**config.mk**
```make
export PLATFORM = sky130hd
export DESIGN_NAME = mips_regfile_mp
export DESIGN_NICKNAME = d
export VERILOG_FILES = /design/src/rtl/mips_pkg.sv /design/src/rtl/rf_read_port.sv /design/src/rtl/mips_regfile_mp.sv
export SDC_FILE = /design/constraint.sdc
export NUM_CORES = 1
export LEC_CHECK = 0
export CAP_MARGIN = 20
export CORE_MARGIN = 2
export CORE_UTILIZATION = 58
export CTS_CLUSTER_DIAMETER = 60
export DETAILED_ROUTE_END_ITERATION = 7
export DONT_BUFFER_PORTS = 1
export GPL_TIMING_DRIVEN = 0
export PLACE_DENSITY_LB_ADDON = 0.12
export SLEW_MARGIN = 20
export SYNTH_ARGS = -nofsm -noshare
export SYNTH_HDL_FRONTEND = slang
export SYNTH_SLANG_ARGS = --single-unit
```
**constraint.sdc**
```tcl
create_clock -name clk -period 4.3 [get_ports clk]
set_input_delay 1.075 -clock clk [delete_from_list [all_inputs] [get_ports clk]]
set_output_delay 1.075 -clock clk [all_outputs]
set_load 0.1 [all_outputs]
```
**src/rtl/mips_pkg.sv**
```systemverilog
// Shared MIPS datapath constants and register-file state encoding.
package mips_pkg;

    localparam int unsigned DATA_W    = 32;
    localparam int unsigned REG_COUNT = 32;
    localparam int unsigned REG_ZERO  = 0;

    typedef enum logic {
        RF_CLEAR,
        RF_READY
    } rf_state_e;

endpackage

```
**src/rtl/rf_read_port.sv**
```systemverilog
// One combinational read port: address decode, zero-register masking and
// same-cycle write forwarding.
module rf_read_port
    import mips_pkg::*;
#(
    parameter int unsigned DATA_W   = 32,
    parameter int unsigned DEPTH    = 32,
    parameter int unsigned ADDR_W   = $clog2(DEPTH),
    parameter int unsigned NUM_WR   = 1,
    parameter bit          ZERO_REG = 1'b1,
    parameter bit          BYPASS   = 1'b1
) (
    input  logic                     active,
    input  logic [ADDR_W-1:0]        raddr,
    input  logic [DEPTH*DATA_W-1:0]  regs,
    input  logic [NUM_WR-1:0]        we,
    input  logic [NUM_WR*ADDR_W-1:0] waddr,
    input  logic [NUM_WR*DATA_W-1:0] wdata,
    output logic [DATA_W-1:0]        rdata
);

    always_comb begin
        rdata = regs[int'(raddr)*DATA_W +: DATA_W];
        // Ascending scan so the highest-numbered matching write port wins.
        if (BYPASS) begin
            for (int unsigned j = 0; j < NUM_WR; j++) begin
                if (we[j] && waddr[j*ADDR_W +: ADDR_W] == raddr)
                    rdata = wdata[j*DATA_W +: DATA_W];
            end
        end
        if (!active || (ZERO_REG && raddr == ADDR_W'(REG_ZERO)))
            rdata = '0;
    end

endmodule

```
**src/rtl/mips_regfile_mp.sv**
```systemverilog
// Multi-port MIPS register file with post-reset clear sweep, optional
// hardwired-zero R0 and optional write-to-read bypass.
module mips_regfile_mp
    import mips_pkg::*;
#(
    parameter int unsigned       DATA_W   = mips_pkg::DATA_W,
    parameter int unsigned       DEPTH    = REG_COUNT,
    parameter int unsigned       ADDR_W   = $clog2(DEPTH),
    parameter int unsigned       NUM_RD   = 2,
    parameter int unsigned       NUM_WR   = 1,
    parameter bit                ZERO_REG = 1'b1,
    parameter bit                BYPASS   = 1'b1,
    parameter logic [DATA_W-1:0] CLR_VAL  = '0
) (
    input  logic                     clk,
    input  logic                     reset,
    input  logic [NUM_RD*ADDR_W-1:0] raddr,
    output logic [NUM_RD*DATA_W-1:0] rdata,
    input  logic [NUM_WR-1:0]        we,
    input  logic [NUM_WR*ADDR_W-1:0] waddr,
    input  logic [NUM_WR*DATA_W-1:0] wdata,
    output logic                     ready
);

    rf_state_e                state;
    logic [ADDR_W-1:0]        idx;
    logic [DATA_W-1:0]        mem [DEPTH];
    logic [DEPTH*DATA_W-1:0]  regs_flat;
    logic                     rd_active;

    // Storage is deliberately untouched by reset; the sweep clears it afterwards.
    always_ff @(posedge clk) begin
        if (!reset) begin
            state <= RF_CLEAR;
            idx   <= '0;
            ready <= 1'b0;
        end else begin
            case (state)
                RF_CLEAR: begin
                    mem[idx] <= CLR_VAL;
                    if (idx == ADDR_W'(DEPTH - 1)) begin
                        state <= RF_READY;
                        ready <= 1'b1;
                    end else begin
                        idx <= idx + 1'b1;
                    end
                end
                RF_READY: begin
                    for (int unsigned j = 0; j < NUM_WR; j++) begin
                        if (we[j] && !(ZERO_REG && waddr[j*ADDR_W +: ADDR_W] == ADDR_W'(REG_ZERO)))
                            mem[waddr[j*ADDR_W +: ADDR_W]] <= wdata[j*DATA_W +: DATA_W];
                    end
                end
                default: state <= RF_CLEAR;
            endcase
        end
    end

    always_comb begin
        regs_flat = '0;
        for (int unsigned i = 0; i < DEPTH; i++)
            regs_flat[i*DATA_W +: DATA_W] = mem[i];
    end

    // Reset is folded in combinationally so rdata reads 0 as soon as reset drops.
    assign rd_active = reset && (state == RF_READY);

    for (genvar i = 0; i < NUM_RD; i++) begin : g_rd
        rf_read_port #(
            .DATA_W   (DATA_W),
            .DEPTH    (DEPTH),
            .ADDR_W   (ADDR_W),
            .NUM_WR   (NUM_WR),
            .ZERO_REG (ZERO_REG),
            .BYPASS   (BYPASS)
        ) u_rd (
            .active (rd_active),
            .raddr  (raddr[i*ADDR_W +: ADDR_W]),
            .regs   (regs_flat),
            .we     (we),
            .waddr  (waddr),
            .wdata  (wdata),
            .rdata  (rdata[i*DATA_W +: DATA_W])
        );
    end

endmodule

```
==> results.sh <==
export IMPL_wl_per_cell_um=44.17
export IMPL_post_place_ws_ns=-1.712
export IMPL_syn_cell_area_sq_um=48940
export IMPL_rows=106
export IMPL_synthDistinctLibCells=60
export IMPL_power_mw=22.53
export IMPL_cts_tree="done"
export IMPL_ys_warn_count=0
export IMPL_holdBufCountCts=0
export IMPL_fill_cells=5159
export IMPL_syn_avg_cell_area_sq_um=17.42
export IMPL_num_vias=33060
export IMPL_critPathLaunchType="primary input"
export IMPL_gp_congestion=0.9959
export IMPL_crit_required_ns=3.22
export IMPL_clkLatencyLatePin_ns=0.70
export IMPL_async_flop_share_pct=0
export IMPL_holdCritStartpoint="reset"
export IMPL_rsz0062_at_grt="true"
export IMPL_final_nets=3063
export IMPL_grt_max_degree=33
export IMPL_start_util_pct=58.58
export IMPL_crit_fanout=10
export IMPL_synth_top_area_share_pct=62.83
export IMPL_numPortBuffers=0
export IMPL_root_buffer="clkbuf_16"
export IMPL_grt_ovfl_total=0
export IMPL_antenna_found_initial=5
export IMPL_drc=1
export IMPL_syn_inst=2810
export IMPL_crit_buf_inv=3
export IMPL_cap_violations=0
export IMPL_postRouteAntennaNets=0
export IMPL_drive_gt1_share_pct=41.15
export IMPL_finalSetupTns_ns=-1.338
export IMPL_yosys_top_cells_count="1024 x edfxtp_1, 338 x mux4_2, 255 x mux2i_1, 138 x nand2_1, 135 x mux2_2"
export IMPL_status="finished, violations left"
export IMPL_ys_flop_type="edfxtp_1"
export IMPL_max_freq_ghz=0.2279
export IMPL_hold_class="in2reg"
export IMPL_cts_buffers=108
export IMPL_yosysMostFrequentCell="edfxtp_1"
export IMPL_coreArea_sq_um=83560
export IMPL_critPathCaptureType="output port"
export IMPL_yosysSeqAreaShare_pct=63.11
export IMPL_syn_nets=2862
export IMPL_tightest_slew_ns=1.260
export IMPL_p_leak_nw=17.72
export IMPL_clk_pin_slew_ns=0.06
export IMPL_vdd_drop_max_mv=0.3259
export IMPL_skew_ns=0.03557
export IMPL_crit_type="in2out"
export IMPL_grt_pass1_vias=31890
export IMPL_critPathMaxStageDelay_ns=0.40
export IMPL_setup_viol=45
export IMPL_grt_first_pass_wirelength_um=249300
export IMPL_crit_chain="buf_4 > clkbuf_4 > buf_4 > mux2i_1 > a22o_1 > o21ai_0 > nand4_1 > nand2_4"
export IMPL_fin_ws_ns=-0.08843
export IMPL_die_area_sq_um=86720
export IMPL_violations="design-rule violations, negative setup slack"
export IMPL_cts_max_level=3
export IMPL_dr_pass1_iters=8
export IMPL_crit_path_frequent_cell="buf_4"
export IMPL_die_height_um=294.5
export IMPL_startpoint="raddr[1]"
export IMPL_clockBufferDepth=3
export IMPL_hold_violations=0
export IMPL_power_density_nw_per_um2=381.7
export IMPL_cts_sinks=1031
export IMPL_path_delay_family="buffers and inverters"
export IMPL_timing_final_crit_share_pct=102.1
export IMPL_syn2layout_area_growth_pct=20.60
export IMPL_drv_slew=0
export IMPL_post_dp_hpwl_um=125300
export IMPL_io_pins=115
export IMPL_critPathSlowestCell="nand2_4"
export IMPL_postRouteWirelength_um=184600
export IMPL_r2r_start="state$_SDFF_PN0_"
export IMPL_yosys_top_cells_area="edfxtp_1 63%, mux4_2 16%, mux2i_1 5.2%"
export IMPL_final_util_pct=70.64
export IMPL_grtUsageTotal_pct=42.48
export IMPL_synth_seq_cells=1031
export IMPL_drtIter0Drc=5736
export IMPL_min_period_ns=4.388
export IMPL_die_w_um=294.5
export IMPL_synth_edf_count=1024
export IMPL_vias_per_cell=7.910
export IMPL_critPathArrivalTime_ns=3.31
export IMPL_yosys_area_top_type="edfxtp_1"
export IMPL_slew_headroom_pct=16.03
==> worst reg2reg max path, stage by stage (launching register included) <==
cell and delay (ns):
dfxtp_1 0.45, and3_1 0.19, clkbuf_1 0.24, o21a_1 0.26
buf_2 0.32, clkbuf_1 0.90, and2_1 0.98
==> flip-flops by register name (all words and copies together) (netlist names) <==
name / cells
mem: 1024
state: 1
idx: 5
ready: 1
==> power breakdown <==
part | total (mW) | switching [mW] | internal (mW)
combinational | 2.03 | 1.26 | 0.768
sequential | 11.0 | 0.0357 | 11.0
clock | 9.51 | 4.06 | 5.45
==> routing by layer <==
| layer | global-route usage [%] | vias to the layer above | share of wire [%] |
|---|---|---|---|
| met5 | 0 | - | 0.0087 |
| met1 | 54.31 | 16840 | 33 |
| met2 | 61.23 | 3204 | 43 |
| met3 | 18.87 | 758 | 17 |
| li1 | - | 12250 | - |
| met4 | 22.83 | 2 | 7.3 |
==> per-stage QoR <==
stage | hold WS [ns] | instance area, sq um | instances
after floorplan | 0.5087 | 49090 | 2810
after global placement | 0.5571 | 50440 | 3890
after detailed placement | 0.5714 | 51690 | 3935
after CTS | 0.5090 | 58090 | 4158
after global routing | 0.5196 | 59020 | 4176
final | 0.5215 | 59030 | 4179
==> path summary, 6_finish.rpt <==
kind                            slack [ns]  cells past startpoint                   end
worst max-delay path                 -0.09                      8              rdata[1]
worst min-delay path                  0.52                      1    ready$_SDFFE_PN0P_
worst max register to register        0.59                      6  mem[3][30]$_DFFE_PP_
worst min register to register        0.60                      2   idx[4]$_SDFFE_PN0P_
==> layout by cell type (no fill, tap or decap), types with 28 or more instances in the layout <==
cell and count:
edfxtp_1 1024, mux4_2 338, mux2i_1 236, mux2_2 134, clkbuf_16 120, nand2_1 109, buf_4 70, o22ai_1 69
buf_12 61, o21ai_0 52, a22o_1 50, buf_6 44, o221ai_2 35, nor2_4 33, and2_2 32, buf_16 29
clkbuf_2 28
==> cell type report <==
type                    instances  area [sq um]  share of cell area (%)
clock inverters                69         705.7                   1.196
inverters                       5         18.77                 0.03180
repair buffers                 97          1683                   2.851
plain buffers                 221          2416                   4.093
flip-flops and latches       1031         30890                   52.33
diodes                          3         7.507                 0.01272
clock buffers                 126          2813                   4.765
well taps                    1080          1351                   2.289
multi-input cells            1547         19140                   32.43
==> cell families (layout without fill, tap and decap cells) <==
logic type | count (synthesis) | count (layout) | share of synthesized area [%]
xor+xnor | 13 | 13 | 0.2326
mux | 728 | 728 | 23.87
other cells | 0 | 3 | 0
compound gates | 484 | 484 | 7.217
buf+inv | 232 | 518 | 2.434
simple gates | 320 | 320 | 3.078
fa+ha+maj | 2 | 2 | 0.05112
flops | 1031 | 1031 | 63.11
==> repair_timing <==
action,CTS,global route
gates cloned,3,8
pin swaps,81,61
setup buffers,31,11
endpoints found under the setup margin,64,63
resized for setup,659,141
hold endpoints to repair,0,0
Note: power is estimated with default switching activity, not from simulation.
